**src/rtl/cordic_preproc_if.sv**
```systemverilog
// Handshake and data bundle between the upstream source, the CORDIC pre-processor
// and the rotation unit that consumes its start vector.
interface cordic_preproc_if #(
  parameter int N = 32
);
  logic                trig_rot;
  logic signed [N-1:0] angle;
  logic signed [N-1:0] Xi;
  logic signed [N-1:0] Yi;
  logic                in_valid;
  logic                in_ready;

  logic signed [N-1:0] X0;
  logic signed [N-1:0] Y0;
  logic signed [N-1:0] Z0;
  logic                mode_o;
  logic                folded;
  logic                out_valid;
  logic                out_ready;

  modport slave (
    input  trig_rot, angle, Xi, Yi, in_valid, out_ready,
    output in_ready, X0, Y0, Z0, mode_o, folded, out_valid
  );

  modport master (
    output trig_rot, angle, Xi, Yi, in_valid, out_ready,
    input  in_ready, X0, Y0, Z0, mode_o, folded, out_valid
  );
endinterface

```
**src/rtl/cordic_preproc.sv**
```systemverilog
// Reduces a Q3.29 angle into [-pi/2, pi/2] and builds the matching CORDIC start
// vector, so the rotation unit's outputs need no post-correction.
module cordic_preproc #(
  parameter int                  N         = 32,
  parameter logic signed [N-1:0] K_GAIN    = 32'h136E9DB5,
  parameter logic signed [N-1:0] PI_Q      = 32'h6487ED51,
  parameter logic signed [N-1:0] HALF_PI_Q = 32'h3243F6A9
) (
  input  logic            clk,
  input  logic            rst,
  cordic_preproc_if.slave io
);

  localparam logic signed [N:0] PI_X      = {PI_Q[N-1], PI_Q};
  localparam logic signed [N:0] TWO_PI_X  = PI_X <<< 1;
  localparam logic signed [N:0] HALF_PI_X = {HALF_PI_Q[N-1], HALF_PI_Q};

  typedef enum logic [1:0] {IDLE, WRAP, FOLD, HOLD} state_t;

  state_t state, state_nxt;
  logic   in_ready_c, out_valid_c;

  logic signed [N-1:0] ang_p0, x_p0, y_p0;
  logic                mode_p0;
  logic signed [N:0]   ang_x, z_wrap, z_p1;
  logic signed [N-1:0] z_fold;
  logic                fold_c;

  logic signed [N-1:0] x0_q, y0_q, z0_q;
  logic                mode_q, folded_q;

  // Two's-complement negation that maps the most negative code to the most positive.
  function automatic logic signed [N-1:0] sat_neg(input logic signed [N-1:0] v);
    if (v == {1'b1, {(N-1){1'b0}}})
      return {1'b0, {(N-1){1'b1}}};
    else
      return -v;
  endfunction

  always_ff @(posedge clk or posedge rst) begin
    if (rst) state <= IDLE;
    else     state <= state_nxt;
  end

  always_comb begin
    state_nxt   = state;
    in_ready_c  = 1'b0;
    out_valid_c = 1'b0;
    case (state)
      IDLE: begin
        in_ready_c = 1'b1;
        if (io.in_valid) state_nxt = WRAP;
      end
      WRAP: state_nxt = FOLD;
      FOLD: state_nxt = HOLD;
      HOLD: begin
        out_valid_c = 1'b1;
        if (io.out_ready) state_nxt = IDLE;
      end
      default: state_nxt = IDLE;
    endcase
  end

  assign io.in_ready  = in_ready_c;
  assign io.out_valid = out_valid_c;

  // Stage p0 -> p1: a single +/-2pi correction brings any [-4,4) angle into [-pi,pi].
  assign ang_x = {ang_p0[N-1], ang_p0};

  always_comb begin
    z_wrap = ang_x;
    if (ang_x > PI_X)
      z_wrap = ang_x - TWO_PI_X;
    else if (ang_x < -PI_X)
      z_wrap = ang_x + TWO_PI_X;
  end

  // Stage p1 -> out: the +/-pi fold; the result fits N bits, so modular N-bit math is exact.
  always_comb begin
    fold_c = 1'b0;
    z_fold = z_p1[N-1:0];
    if (z_p1 > HALF_PI_X) begin
      fold_c = 1'b1;
      z_fold = z_p1[N-1:0] - PI_Q;
    end else if (z_p1 < -HALF_PI_X) begin
      fold_c = 1'b1;
      z_fold = z_p1[N-1:0] + PI_Q;
    end
  end

  always_ff @(posedge clk) begin
    if (state == IDLE && io.in_valid) begin
      ang_p0  <= io.angle;
      x_p0    <= io.trig_rot ? io.Xi : K_GAIN;
      y_p0    <= io.trig_rot ? io.Yi : '0;
      mode_p0 <= io.trig_rot;
    end
    if (state == WRAP) z_p1 <= z_wrap;
  end

  always_ff @(posedge clk or posedge rst) begin
    if (rst) begin
      x0_q     <= '0;
      y0_q     <= '0;
      z0_q     <= '0;
      mode_q   <= 1'b0;
      folded_q <= 1'b0;
    end else if (state == FOLD) begin
      x0_q     <= fold_c ? sat_neg(x_p0) : x_p0;
      y0_q     <= fold_c ? sat_neg(y_p0) : y_p0;
      z0_q     <= z_fold;
      mode_q   <= mode_p0;
      folded_q <= fold_c;
    end
  end

  assign io.X0     = x0_q;
  assign io.Y0     = y0_q;
  assign io.Z0     = z0_q;
  assign io.mode_o = mode_q;
  assign io.folded = folded_q;

endmodule
```
**src/flat_wrapper.sv**
```systemverilog
// flat-port wrapper written by rule: the top's interface ports become plain ports
module cordic_preproc_flat 
#(
  parameter int                  N         = 32,
  parameter logic signed [N-1:0] K_GAIN    = 32'h136E9DB5,
  parameter logic signed [N-1:0] PI_Q      = 32'h6487ED51,
  parameter logic signed [N-1:0] HALF_PI_Q = 32'h3243F6A9
)
  (clk, rst, io_trig_rot, io_angle, io_Xi, io_Yi, io_in_valid, io_out_ready, io_in_ready, io_X0, io_Y0, io_Z0, io_mode_o, io_folded, io_out_valid);
  cordic_preproc_if #(.N(N)) io_i ();
  input  logic clk;
  input  logic rst;
  input wire logic [$bits(io_i.trig_rot)-1:0] io_trig_rot;
  input wire logic [$bits(io_i.angle)-1:0] io_angle;
  input wire logic [$bits(io_i.Xi)-1:0] io_Xi;
  input wire logic [$bits(io_i.Yi)-1:0] io_Yi;
  input wire logic [$bits(io_i.in_valid)-1:0] io_in_valid;
  input wire logic [$bits(io_i.out_ready)-1:0] io_out_ready;
  output wire logic [$bits(io_i.in_ready)-1:0] io_in_ready;
  output wire logic [$bits(io_i.X0)-1:0] io_X0;
  output wire logic [$bits(io_i.Y0)-1:0] io_Y0;
  output wire logic [$bits(io_i.Z0)-1:0] io_Z0;
  output wire logic [$bits(io_i.mode_o)-1:0] io_mode_o;
  output wire logic [$bits(io_i.folded)-1:0] io_folded;
  output wire logic [$bits(io_i.out_valid)-1:0] io_out_valid;
  assign io_i.trig_rot = io_trig_rot;
  assign io_i.angle = io_angle;
  assign io_i.Xi = io_Xi;
  assign io_i.Yi = io_Yi;
  assign io_i.in_valid = io_in_valid;
  assign io_i.out_ready = io_out_ready;
  assign io_in_ready = io_i.in_ready;
  assign io_X0 = io_i.X0;
  assign io_Y0 = io_i.Y0;
  assign io_Z0 = io_i.Z0;
  assign io_mode_o = io_i.mode_o;
  assign io_folded = io_i.folded;
  assign io_out_valid = io_i.out_valid;
  cordic_preproc #(.N(N), .K_GAIN(K_GAIN), .PI_Q(PI_Q), .HALF_PI_Q(HALF_PI_Q)) u_core (.clk(clk), .rst(rst), .io(io_i));
endmodule
```
**config.mk**
```make
export PLATFORM = sky130hd
export DESIGN_NAME = cordic_preproc_flat
export DESIGN_NICKNAME = d
export VERILOG_FILES = /design/src/rtl/cordic_preproc_if.sv /design/src/rtl/cordic_preproc.sv /design/src/flat_wrapper.sv
export SDC_FILE = /design/constraint.sdc
export NUM_CORES = 1
export LEC_CHECK = 0
export ABC_AREA = 1
export CELL_PAD_IN_SITES_DETAIL_PLACEMENT = 2
export CELL_PAD_IN_SITES_GLOBAL_PLACEMENT = 2
export CORE_ASPECT_RATIO = 2
export CORE_UTILIZATION = 38
export DETAILED_ROUTE_END_ITERATION = 10
export DONT_BUFFER_PORTS = 1
export PLACE_DENSITY = 0.82
export SLEW_MARGIN = 20
export SYNTH_ARGS = -nofsm -noshare
export SYNTH_HDL_FRONTEND = slang
export SYNTH_SLANG_ARGS = --single-unit
```
**constraint.sdc**
```tcl
create_clock -name clk -period 9 [get_ports clk]
set_input_delay 1.8 -clock clk [delete_from_list [all_inputs] [get_ports clk]]
set_output_delay 1.8 -clock clk [all_outputs]
set_load 0.01 [all_outputs]
```
==> metrics.md <==
| Metric | Value |
|---|---|
| PostCTS Resize Cnt | 0 |
| Share of layout cells above drive strength 1 | 0.0373 |
| Max_slew headroom | 0.285 |
| Fmax | 0.259 GHz |
| Pleak | 9.04 nW |
| Number of H-tree levels | 1 |
| # diodes | 0 |
| Failing checks | design-rule violations |
| Total Wirelength | 71.7 mm |
| Post-Syn Area | 17200 um^2 |
| Crit path max fanout | 91 |
| Sequential fraction of the synthesis area | 0.373 |
| EDFF count, synth | 130 |
| Mean Syn Cell Area | 6.41 um^2 |
| Max_cap viols | 0 |
| P per Cell Area | 296 nW/um^2 |
| CTS tree | yes |
| Arrival time worst endpoint | 4.35 ns |
| Die area | 46200 um^2 |
| Pwr Total | 5.38 mW |
| Final non-filler cell total | 3181 |
| Top_reg_cell synth | edfxtp_1 |
| Synth top area share | 0.256 |
| Fin nets | 2721 |
| Final Max Tran Viols | 0 |
| Outcome | finished, violations left |
| Register bit total from synthesis | 230 |
| Clk_lat worst skew | 0.58 ns |
| # clock sinks | 230 |
| Synth Net Count | 2794 |
| Critical Path RT | 9.49 ns |
| Final Hold Vio Count | 0 |
| Most numerous cell in the Yosys netlist | nand2_1 |
| FF-to-FF path depth | 13 |
| Final period util | 0.429 |
| Crit-path max cell delay | 0.66 ns |
| Clock transition at path regs | 0.07 ns |
| Setup violators final | 0 |
| Area contributors post-synth | nand2_1 (26%), edfxtp_1 (23%), dfrtp_1 (15%) |
| Buf+Inv Stages, Crit Path | 1 |
| Routability cong. | 0.967 |
| Drt via density | 5.48 |
| Clock buffer count from CTS | 25 |
| Post-CTS Hold Buffers | 0 |
| Drt initial violations | 705 |
| First-pass GRT wire length | 111 mm |
| Critical-path cell list | nor2_2, nand2_1, nand2_1, nand2_1, a21oi_1, nand2_1, nand3_4, nand2_4, inv_4, nand2_1, nand2_1, nand2_1, nand2_1 |
| CP dominant cell by count | nand2_1 |
| Dpl cells | 3136 |
| # Post-CTS Setup Buffers | 0 |
| CP Launch Type | register |
| Unrepaired setup endpoints after global routing | no |
| I/O pins | 201 |
| Worst Hold Depth | 2 |
| Initial core utilization | 0.387 |
| Cells after Synth | 2681 |
| Ys async rst share | 0.435 |
| Die Wd | 152 um |
| Post-route antenna net violation count | 0 |
| Worst-Margin Slew | 1.07 ns |
| Cell taking the most area after synthesis | nand2_1 |
| Area Growth Syn to Fin | 5.88% |
| Initial antenna violation count | 0 |
| Largest net degree at the start of global routing | 92 |
| Post-route DRC | 15 |
| Clock root buffer | clkbuf_16 |
| Setup_tns | 0 ns |
| 1st-pass router iterations | 7 |
| Total core area | 44500 um^2 |
| Min-Delay Path Class | reg2reg |
| Number of global-route vias before repair | 19600 |
| DR vias | 17400 |
| IO buf count | 0 |
| Drt wl/cell | 22.5 um |
| Die height | 303 um |
| HPWL Detailed | 55.9 mm |
| Peak VDD IR | 0.203 mV |
| Max Clock Skew | 0.0292 ns |
| Top cells by count, synth | nand2_1 (1174), nor2_1 (264), inv_1 (261) |
| Yosys warns | 0 |
| CP endpoint kind | register |
| Crit path kind | reg2reg |
| Delay-heaviest family, CP | simple AND/OR/NAND/NOR gates |
| GRT Resource Usage Total | 0.312 |
| GRT overflow | 0 |
| Worst path slowest cell | edfxtp_1 |
| Standard-cell row count | 109 |
| Tmin final | 3.86 ns |
| Clk buf depth | 3 |
| Cell variety after synth | 45 |
| Instance count on the critical path | 13 |
-- layer usage --
metal | up-vias | routed length (um) | track usage
met1 | 8589 | 25800 | 0.312
met5 | - | 0 | 0
met3 | 197 | 2130 | 0.0320
met2 | 397 | 39000 | 0.612
li1 | 8261 | - | -
met4 | 0 | 4820 | 0.199
-- state kept, by name, indices dropped and copies added, names as in the netlist, 2 cells and up --
signal and cells:
u_core.y_p0 32, u_core.z_p1 33, u_core.x_p0 32, u_core.io.X0 32, u_core.io.Z0 32, u_core.ang_p0 32, u_core.state 2, u_core.io.Y0 32
-- through the flow --
step	setup WS, ns	instance area [um^2]	util	hold WS (ns)
after floorplan	4.58	17200	-	0.426
after global routing	4.86	18200	0.409	0.496
after CTS	5.10	18200	0.409	0.467
after detailed placement	5.16	17400	0.392	0.452
final	5.14	18200	0.409	0.458
after global placement	5.29	17400	0.392	0.442
-- cell families (layout without fill, tap and decap cells) --
group | Yosys count | after routing | share of synthesized area
adders and majority gates | 12 | 12 | 0.00873
xor gates and xnor gates | 100 | 100 | 0.0509
AOI/OAI and AO/OA | 207 | 207 | 0.0628
and+or+nand+nor | 1740 | 1740 | 0.410
DFF | 230 | 230 | 0.373
buffers and inverters | 392 | 337 | 0.0945
-- cell usage in the layout, fill, tap and decap left out, types with 3 or more instances in the layout --
cell       instances
a21oi_1           52
a31oi_1           11
and2_1             3
and3_1             3
buf_4              8
clkbuf_1           6
clkbuf_16         25
clkinv_1           3
clkinv_2           6
clkinv_4           4
dfrtp_1          100
edfxtp_1         130
ha_1              11
inv_1            258
inv_2             19
inv_4              3
nand2_1         1174
nand2_4            3
nand3_1          192
nand4_1           24
nor2_1           264
nor2_2            12
nor2_4             3
nor3_1            43
nor4_1             7
o211ai_1           3
o21ai_0          118
o21ai_1           12
o22ai_1            5
xnor2_1            6
xor2_1            94
-- where the power goes --
part	total [mW]	internal, mW	switching, mW
clock	1.03	0.564	0.463
sequential	2.07	1.51	0.554
combinational	2.29	0.614	1.67
-- final cells by class --
class / instances / area (um^2)
Tap cell: 555 / 694
Clock inverter: 12 / 118
Fill cell: 5591 / 26300
Clock buffer: 33 / 676
Inverter: 284 / 1080
Timing Repair Buffer: 8 / 60.1
Sequential cell: 230 / 6410
Multi-Input combinational cell: 2059 / 9180
-- worst min-delay path, cell delays in order, from the launching register on --
cell and delay (ns):
edfxtp_1 0.32, nand2_1 0.05, nand2_1 0.06
-- final timing paths --
kind                                       from          endpoint  slack (ns)
worst min register to register   u_core.mode_p0  u_core.io.mode_o        0.46
min in group asynchronous                   rst  u_core.io.Y0[29]        1.19
worst min-delay path             u_core.mode_p0  u_core.io.mode_o        0.46
worst max register to register  u_core.z_p1[19]  u_core.io.X0[12]        5.14
worst max-delay path            u_core.z_p1[19]  u_core.io.X0[12]        5.14
max in group asynchronous                   rst  u_core.io.Z0[30]        6.56
Power figures use the tool's default switching activity.
